--- src/rtl/note_scheduler_pkg.sv ---
// ---------------------------------------------------------------------------
// note_scheduler_pkg
// Shared definitions for the arrow-note scheduler:
//   - state_t   : scheduler FSM encoding (IDLE / ARMED / COOLDOWN)
//   - GAP_TABLE : Level -> cooldown length in Ticks (8, 4, 2, 1)
//   - gap_of()  : table lookup for a 2-bit Level
//   - lane_of() : one-hot lane vector -> lane index
// ---------------------------------------------------------------------------
package note_scheduler_pkg;

  typedef enum logic [1:0] {
    ST_IDLE     = 2'd0,
    ST_ARMED    = 2'd1,
    ST_COOLDOWN = 2'd2
  } state_t;

  localparam int LANE_N = 4;
  localparam int CD_W   = 4;

  // Packed table, entry n occupies bits [4n+3:4n]; Level 0 is the easiest
  // setting and therefore the longest gap.
  localparam logic [4*CD_W-1:0] GAP_TABLE = {4'd1, 4'd2, 4'd4, 4'd8};

  function automatic logic [CD_W-1:0] gap_of(input logic [1:0] level);
    return GAP_TABLE[{level, 2'b00} +: CD_W];
  endfunction

  function automatic logic [1:0] lane_of(input logic [LANE_N-1:0] onehot);
    logic [1:0] idx;
    case (onehot)
      4'b0001: idx = 2'd0;
      4'b0010: idx = 2'd1;
      4'b0100: idx = 2'd2;
      4'b1000: idx = 2'd3;
      default: idx = 2'd0;
    endcase
    return idx;
  endfunction

endpackage

--- src/rtl/note_scheduler_arb.sv ---
// ---------------------------------------------------------------------------
// rr_arbiter_4
// Combinational 4-lane round-robin arbiter. The search begins at the lane
// after the last granted one and wraps 3 -> 0, so the last granted lane is
// considered last.
// Ports:
//   req   [3:0] in  : request vector, one bit per lane
//   last  [1:0] in  : index of the most recently granted lane
//   en          in  : when low, no grant is produced
//   grant [3:0] out : one-hot grant (all zero if disabled or no request)
// ---------------------------------------------------------------------------
module rr_arbiter_4
  import note_scheduler_pkg::*;
(
  input  logic [LANE_N-1:0] req,
  input  logic [1:0]        last,
  input  logic              en,
  output logic [LANE_N-1:0] grant
);

  logic [1:0] idx;
  logic       found;

  always_comb begin
    grant = '0;
    idx   = '0;
    found = 1'b0;
    if (en) begin
      // Offsets 1..4; the 2-bit add wraps naturally, offset 4 lands on 'last'.
      for (int i = 1; i <= LANE_N; i++) begin
        idx = last + 2'(i);
        if (!found && req[idx]) begin
          grant[idx] = 1'b1;
          found      = 1'b1;
        end
      end
    end
  end

endmodule

--- src/rtl/note_scheduler.sv ---
// ---------------------------------------------------------------------------
// note_scheduler
// Decides when and in which lane a rhythm-game arrow is spawned. Timing is
// counted in game-frame Ticks. While ARMED, a Tick with any random lane
// request grants one lane (round-robin) and enters COOLDOWN for a gap set by
// Level; the Tick that ends the cooldown cannot spawn.
// Ports:
//   Clock            in  : clock, rising edge
//   Reset            in  : synchronous active-high reset
//   Start            in  : level, begins a session from IDLE
//   Stop             in  : level, returns to IDLE from any state
//   Tick             in  : one-cycle frame strobe
//   Rand  [LANES-1:0] in : per-lane spawn requests
//   Level [1:0]      in  : difficulty, selects cooldown gap
//   Spawn [LANES-1:0] out: registered one-hot spawn pulse
//   Active           out : high in ARMED or COOLDOWN
//   SpawnCount [CNT_W-1:0] out : saturating count of spawns this session
// Only LANES = 4 is supported.
// ---------------------------------------------------------------------------
module note_scheduler
  import note_scheduler_pkg::*;
#(
  parameter int LANES = 4,
  parameter int CNT_W = 8
) (
  input  logic             Clock,
  input  logic             Reset,
  input  logic             Start,
  input  logic             Stop,
  input  logic             Tick,
  input  logic [LANES-1:0] Rand,
  input  logic [1:0]       Level,
  output logic [LANES-1:0] Spawn,
  output logic             Active,
  output logic [CNT_W-1:0] SpawnCount
);

  state_t            state, state_nxt;
  logic [1:0]        last_ptr, ptr_nxt;
  logic [CD_W-1:0]   cd_cnt, cd_nxt;
  logic [LANES-1:0]  spawn_nxt;
  logic              active_nxt;
  logic [CNT_W-1:0]  count_nxt;

  logic              grant_en;
  logic [LANES-1:0]  grant;

  // Stop is folded into the enable so a coincident Stop suppresses the grant.
  assign grant_en = (state == ST_ARMED) && Tick && !Stop;

  rr_arbiter_4 u_arb (
    .req   (Rand),
    .last  (last_ptr),
    .en    (grant_en),
    .grant (grant)
  );

  always_comb begin
    state_nxt = state;
    ptr_nxt   = last_ptr;
    cd_nxt    = cd_cnt;
    spawn_nxt = '0;
    count_nxt = SpawnCount;

    if (Stop) begin
      state_nxt = ST_IDLE;
      cd_nxt    = '0;
    end else begin
      case (state)
        ST_IDLE: begin
          if (Start) begin
            state_nxt = ST_ARMED;
            count_nxt = '0;
          end
        end
        ST_ARMED: begin
          if (|grant) begin
            spawn_nxt = grant;
            ptr_nxt   = lane_of(grant);
            cd_nxt    = gap_of(Level);
            state_nxt = ST_COOLDOWN;
            if (SpawnCount != {CNT_W{1'b1}})
              count_nxt = SpawnCount + CNT_W'(1);
          end
        end
        ST_COOLDOWN: begin
          if (Tick) begin
            // A counter at 0 can only arise from corruption; treat it like 1.
            if (cd_cnt <= CD_W'(1)) begin
              state_nxt = ST_ARMED;
              cd_nxt    = '0;
            end else begin
              cd_nxt = cd_cnt - CD_W'(1);
            end
          end
        end
        default: begin
          state_nxt = ST_IDLE;
          cd_nxt    = '0;
        end
      endcase
    end

    active_nxt = (state_nxt != ST_IDLE);
  end

  always_ff @(posedge Clock) begin
    if (Reset) begin
      state      <= ST_IDLE;
      last_ptr   <= 2'd3;
      cd_cnt     <= '0;
      Spawn      <= '0;
      Active     <= 1'b0;
      SpawnCount <= '0;
    end else begin
      state      <= state_nxt;
      last_ptr   <= ptr_nxt;
      cd_cnt     <= cd_nxt;
      Spawn      <= spawn_nxt;
      Active     <= active_nxt;
      SpawnCount <= count_nxt;
    end
  end

endmodule

--- config.mk ---
export PLATFORM = sky130hd
export DESIGN_NAME = note_scheduler
export DESIGN_NICKNAME = d
export VERILOG_FILES = /design/src/rtl/note_scheduler_pkg.sv /design/src/rtl/note_scheduler_arb.sv /design/src/rtl/note_scheduler.sv
export SDC_FILE = /design/constraint.sdc
export NUM_CORES = 1
export LEC_CHECK = 0
export BUFFER_PORTS_ARGS = -buffer_cell sky130_fd_sc_hd__buf_2
export CAP_MARGIN = 20
export CORE_UTILIZATION = 40
export DETAILED_ROUTE_END_ITERATION = 6
export GPL_ROUTABILITY_DRIVEN = 0
export HOLD_SLACK_MARGIN = 0.1
export MAX_ROUTING_LAYER = met4
export PLACE_DENSITY = 0.69
export SKIP_LAST_GASP = 1
export SLEW_MARGIN = 20
export SYNTH_ARGS = -nofsm -noshare
export SYNTH_HDL_FRONTEND = slang
export SYNTH_SLANG_ARGS = --single-unit
export TNS_END_PERCENT = 30
--- constraint.sdc ---
create_clock -name Clock -period 8.2 [get_ports Clock]
set_input_delay 1.23 -clock Clock [delete_from_list [all_inputs] [get_ports Clock]]
set_output_delay 1.23 -clock Clock [all_outputs]
set_load 0.01 [all_outputs]
==> results.py, run 1 <==
metrics = {
    "route": {
        "drc_errors": 0,
        "vias": 1618,
        "postRouteAntennaNets": 0,
        "wl_um": 3720,
        "first_iter_violations": 122,
        "drt-pass1-iter-count": 4,
        "vias_per_cell": 5.74,
        "wire_per_inst_um": 13.2,
    },
    "cells_and_area": {
        "area_growth_syn_to_layout_pct": 10.5,
        "fin_util": 0.471,
        "layout-drive-gt1-share": 0.177,
        "antenna_cells": 0,
        "fin_cells": 282,
        "nets": 259,
        "final_area_um2": 1920,
    },
    "placed_design": {
        "dpl.hpwl_um": 2770,
        "dpl_cell_area_um2": 1880,
        "place_ws_ps": 4420,
        "io_buffers": 23,
        "numPlacedInstances": 278,
    },
    "floorplanning": {
        "start_util": 0.426,
        "die_x_um": 68.0,
        "core_region_area_um2": 4090,
        "dieArea_um2": 4620,
        "io_pins": 24,
        "dieHeight_um": 68.0,
        "rows": 23,
    },
    "sta": {
        "fin_crit_sh": 0.466,
        "fin_ws_ps": 4380,
        "holdWs_ps": 497,
        "finalMaxSlewViolations": 0,
        "min_period_ps": 3820,
        "timing.fmax_mhz": 262,
        "fin_worst_skew_ps": 4.49,
        "finalHoldViolCount": 0,
        "finalSetupTns_ps": 0,
        "final-setup-viol-count": 0,
        "tightest_slew_ps": 788,
        "rsz0062_at_grt": "no",
        "slew_headroom": 0.473,
    },
    "setup_path": {
        "timing.rr.start": "last_ptr[0]",
        "cp.required_ps": 8340,
        "crit_family": "simple AND/OR/NAND/NOR gates",
        "crit_path_max_fanout": 21,
        "crit_buf_inv": 1,
        "crit_type": "flip-flop to flip-flop",
        "crit_slowest_cell": "dfxtp_1",
        "start_kind": "flip-flop",
        "arrival_ps": 3960,
        "cp_cell_sequence": "inv_1 -> ha_1 -> mux2i_1 -> o22ai_1 -> a2111oi_2 -> o22ai_1 -> nor4b_4 -> nor3_2 -> mux2i_1",
        "setup.worst_path.end_class": "flip-flop",
        "slowest_delay_ps": 750,
        "crit_start": "last_ptr[0]",
    },
    "clocking": {
        "cts_buffers": 3,
        "cts_setup_buffers": 0,
        "clk_path_buf_depth": 2,
        "post_cts_resized": 0,
        "clock_latency_ps": 260,
        "cts_tree": "built",
        "clk_pin_slew_ps": 70,
        "clock-sinks": 21,
        "cts-root-buf": "clkbuf_8",
        "cts_htree_levels": 1,
        "cts-hold-fix-buffers": 0,
    },
    "yosys": {
        "syn-cell-area_um2": 1740,
        "ys_top_cells_by_area": "dfxtp_1 (24%), ha_1 (11%), nand2_1 (4.1%), nor2_1 (3.9%), o22ai_1 (3.6%)",
        "syn_inst": 211,
        "synth_top_area_frac": 0.241,
        "yosys.area.top_type": "dfxtp_1",
        "synth-edff-count": 0,
        "synth_cell_types": 53,
        "ys_async_sr_fraction": 0,
        "yosys_warnings": 0,
        "seq_area_frac_synth": 0.241,
        "syn_area_per_cell_um2": 8.25,
        "synth_seq_cells": 21,
        "syn_nets": 237,
        "ys_dominant_reg_cell": "dfxtp_1",
    },
    "power_and_ir_drop": {
        "leakagePower_nw": 0.773,
        "power_mw": 0.217,
        "peakVddDrop_v": 0.0000544,
        "powerDensity_nw_per_um2": 113,
    },
    "run": {
        "max_cap_viol_count": 0,
    },
    "hold_path": {
        "worst_hold_startpoint": "SpawnCount[6]",
        "hold_path_class": "flip-flop to flip-flop",
    },
    "grt": {
        "grt_pass1_vias": 1426,
        "grt_usage": 0.180,
        "grt_overflow": 0,
        "grt_max_degree": 22,
        "grt_pass1_wl_um": 6260,
        "antenna_found_initial": 0,
    },
    "status": {
        "status": "completed",
    },
}
-- cells by family after synthesis --
group,share of synthesized area
AND/OR/NAND/NOR,0.286
XOR/XNOR,0.0101
AO/OA/AOI/OAI,0.240
multiplexers,0.0682
adder cells (fa/ha/maj),0.108
flip-flops,0.241
buffers and inverters,0.0467
-- worst min-delay path, cell delays in order (launching register included) --
cell and delay (ps):
dfxtp_1 330, o311ai_1 70, nand2_1 50
-- final timing paths --
check	end	slack, ps	cells past startpoint
hold / removal	SpawnCount[6]	500	2
setup / recovery	cd_cnt[0]	4380	9
hold reg to reg	SpawnCount[6]	500	2
setup reg to reg	cd_cnt[0]	4380	9
-- sequential cells by signal, summed over array words and instances, names as in the netlist --
name / cells
Active: 1
Spawn: 4
SpawnCount: 8
cd_cnt: 4
last_ptr: 2
state: 2
-- area by class of cell --
type / instances / area [um2]
fill: 390 / 2160
multi-input combinational: 173 / 1240
sequential: 21 / 420
timing repair buffer: 23 / 115
tap: 50 / 62.6
clock buffer: 4 / 45.0
inverter: 11 / 41.3
-- per-layer routing --
layer	global-route usage	routed length (um)
met1	0.246	1790
met4	0.0469	36
met5	-	0
met2	0.265	1710
met3	0.0417	179
-- cells in the mapped netlist, drive strengths merged, types with 2 or more instances --
library cell / number
buf: 4
o21a: 2
o211ai: 3
mux2i: 7
or4b: 2
nand2: 19
o311ai: 2
a21oi: 5
a2111oi: 5
ha: 15
nand3: 8
xnor2: 2
o22ai: 10
and3: 8
nand2b: 5
nor3: 6
or3b: 2
inv: 10
o31ai: 5
o21ai: 14
nand3b: 2
nand4: 2
or4: 3
or3: 3
nor2b: 5
or2: 2
clkbuf: 2
nor4b: 2
nor2: 19
mux2: 2
dfxtp: 21
-- cell usage in the layout (no fill, tap or decap), types with 6 or more instances in the layout --
cell type | Yosys | routed
inv_1 | 10 | 10
and3_1 | 8 | 8
dfxtp_1 | 21 | 21
nand2_1 | 19 | 19
ha_1 | 15 | 15
nand3_1 | 8 | 8
buf_2 | 2 | 23
nor2_1 | 18 | 18
o22ai_1 | 10 | 10
mux2i_1 | 6 | 6
o21ai_0 | 11 | 11
-- power by group --
group          total, mW  internal, mW  switching, mW
clock             0.0672        0.0346         0.0326
sequential         0.106         0.103        0.00248
combinational     0.0442        0.0175         0.0267
total              0.217         0.155         0.0618
(Power assumes the default switching activity.)
==> inputs of run 2 (changes only) <==
Settings changed: PLACE_DENSITY 0.69 to 0.71.
Clock period 8.2 ns to 3.2 ns, I/O delays scaled along.
==> run 2 against run 1 <==
Effect of this change:
- worst setup slack worse by 4000 ps
- routed wire length is 2.1% higher
- sequential share of layout area is 0.35 points lower
- hold slack worse by 6.6 ps
- clock power grew to 2.7 times the previous value
- critical path depth stayed put
- critical endpoint is now Active
==> results.py, run 2 (same netlist as run 1, synthesis figures left out) <==
metrics = {
    "cells_and_area": {
        "reg_top3": "SpawnCount x8, Spawn x4, cd_cnt x4",
        "final_area_um2": 1960,
        "largest_reg_flops": 8,
        "final_common_cell": "buf_2",
        "area_growth_syn_to_layout_pct": 12.3,
        "nets": 263,
        "layout-drive-gt1-share": 0.195,
        "fillCellCount": 411,
        "top_register": "SpawnCount",
        "fin_cells": 286,
        "antenna_cells": 0,
        "final_cell_mix": "buf_2 (23), dfxtp_1 (21), nand2_1 (19), nor2_1 (18), ha_1 (15)",
    },
    "placed_design": {
        "numPlacedInstances": 282,
        "io_buffers": 23,
        "dpl_cell_area_um2": 1910,
        "dpl.hpwl_um": 2940,
    },
    "grt": {
        "grt_pass1_vias": 1481,
        "grt_overflow": 0,
        "antenna_found_initial": 0,
        "grt_usage": 0.186,
        "grt_pass1_wl_um": 6490,
        "grt_max_degree": 21,
    },
    "setup_path": {
        "crit_path_max_fanout": 4,
        "r2r_slack_ps": 350,
        "arrival_ps": 3000,
        "setup.worst_path.end_class": "flip-flop",
        "cp.required_ps": 3350,
        "crit_type": "flip-flop to flip-flop",
        "start_kind": "flip-flop",
    },
    "run": {
        "max_cap_viol_count": 0,
    },
    "floorplanning": {
        "die_x_um": 68.0,
        "dieHeight_um": 68.0,
        "io_pins": 24,
        "dieArea_um2": 4620,
        "rows": 23,
        "start_util": 0.426,
        "core_region_area_um2": 4090,
    },
    "route": {
        "drc_errors": 0,
        "vias_per_cell": 5.68,
        "postRouteAntennaNets": 0,
        "wire_per_inst_um": 13.3,
        "vias": 1624,
        "first_iter_violations": 88,
        "wl_um": 3790,
        "drt-pass1-iter-count": 4,
    },
    "sta": {
        "tightest_slew_ps": 653,
        "finalSetupTns_ps": 0,
        "fin_worst_skew_ps": 1.43,
        "final-setup-viol-count": 0,
        "finalMaxSlewViolations": 0,
        "rsz0062_at_grt": "no",
        "timing.fmax_mhz": 351,
        "finalHoldViolCount": 0,
        "min_period_ps": 2850,
        "slew_headroom": 0.561,
        "fin_crit_sh": 0.891,
    },
    "power_and_ir_drop": {
        "powerDensity_nw_per_um2": 290,
        "peakVddDrop_v": 0.000271,
        "leakagePower_nw": 0.795,
    },
    "clocking": {
        "cts_setup_buffers": 0,
        "cts_buffers": 3,
        "cts-root-buf": "clkbuf_8",
        "cts_htree_levels": 1,
        "cts_tree": "built",
        "cts-hold-fix-buffers": 0,
        "clock_latency_ps": 260,
        "clock-sinks": 21,
        "post_cts_resized": 0,
        "clk_path_buf_depth": 2,
        "clk_pin_slew_ps": 80,
    },
    "status": {
        "status": "completed",
    },
    "hold_path": {
        "hold_path_class": "flip-flop to flip-flop",
    },
}
## run 2: changes by cell type in the layout (fill, tap and decap cells not counted), sizes merged
cell	change
clkinv	+1
buf	+4
clkbuf	-1
## run 2: worst max-delay path: stages, from the launching register on
cell and delay, ps:
dfxtp_1 340, inv_1 80, ha_1 350, mux2i_1 370, o22ai_1 160, a2111oi_2 440
o22ai_1 210, or2_2 360, nor3_1 330, o21bai_1 100
## run 2: worst paths after layout
| kind | to | cells past startpoint | startpoint |
|---|---|---|---|
| worst max-delay path | Active | 9 | last_ptr[0] |
| worst min-delay path | cd_cnt[1] | 2 | cd_cnt[1] |
| worst max register to register | Active | 9 | last_ptr[0] |
| worst min register to register | cd_cnt[1] | 2 | cd_cnt[1] |
## run 2: cell type report
cell class / count / area, um2 / area share
timing repair buffer: 27 / 145 / 0.0742
multi-input combinational: 173 / 1240 / 0.634
clock inverter: 1 / 5.00 / 0.00256
tap: 50 / 62.6 / 0.0320
inverter: 11 / 41.3 / 0.0211
sequential: 21 / 420 / 0.215
clock buffer: 3 / 41.3 / 0.0211
## run 2: routing by layer
layer  vias up  global-route usage  share of wire
li1        841                   -              -
met1       749               0.253           0.51
met2        30               0.277           0.44
met3         4              0.0433          0.036
met4         0              0.0391         0.0082
met5         -                   -              0
## run 2: per-stage QoR
step,utilization,power (mW),hold WS (ps),worst slack [ps]
floorplan,-,0.361,448,208
global placement,0.467,0.391,469,345
detailed placement,0.467,0.392,484,256
CTS,0.479,0.571,496,337
global route,0.479,0.595,516,92.7
finish,0.479,0.568,490,349
## run 2: where the power goes
part / leakage, nW / total, mW / internal (mW) / switching (mW)
sequential: 0.170 / 0.267 / 0.264 / 0.00221
clock: 0.0255 / 0.180 / 0.0869 / 0.0932
combinational: 0.600 / 0.121 / 0.0472 / 0.0736
total: 0.795 / 0.568 / 0.398 / 0.169
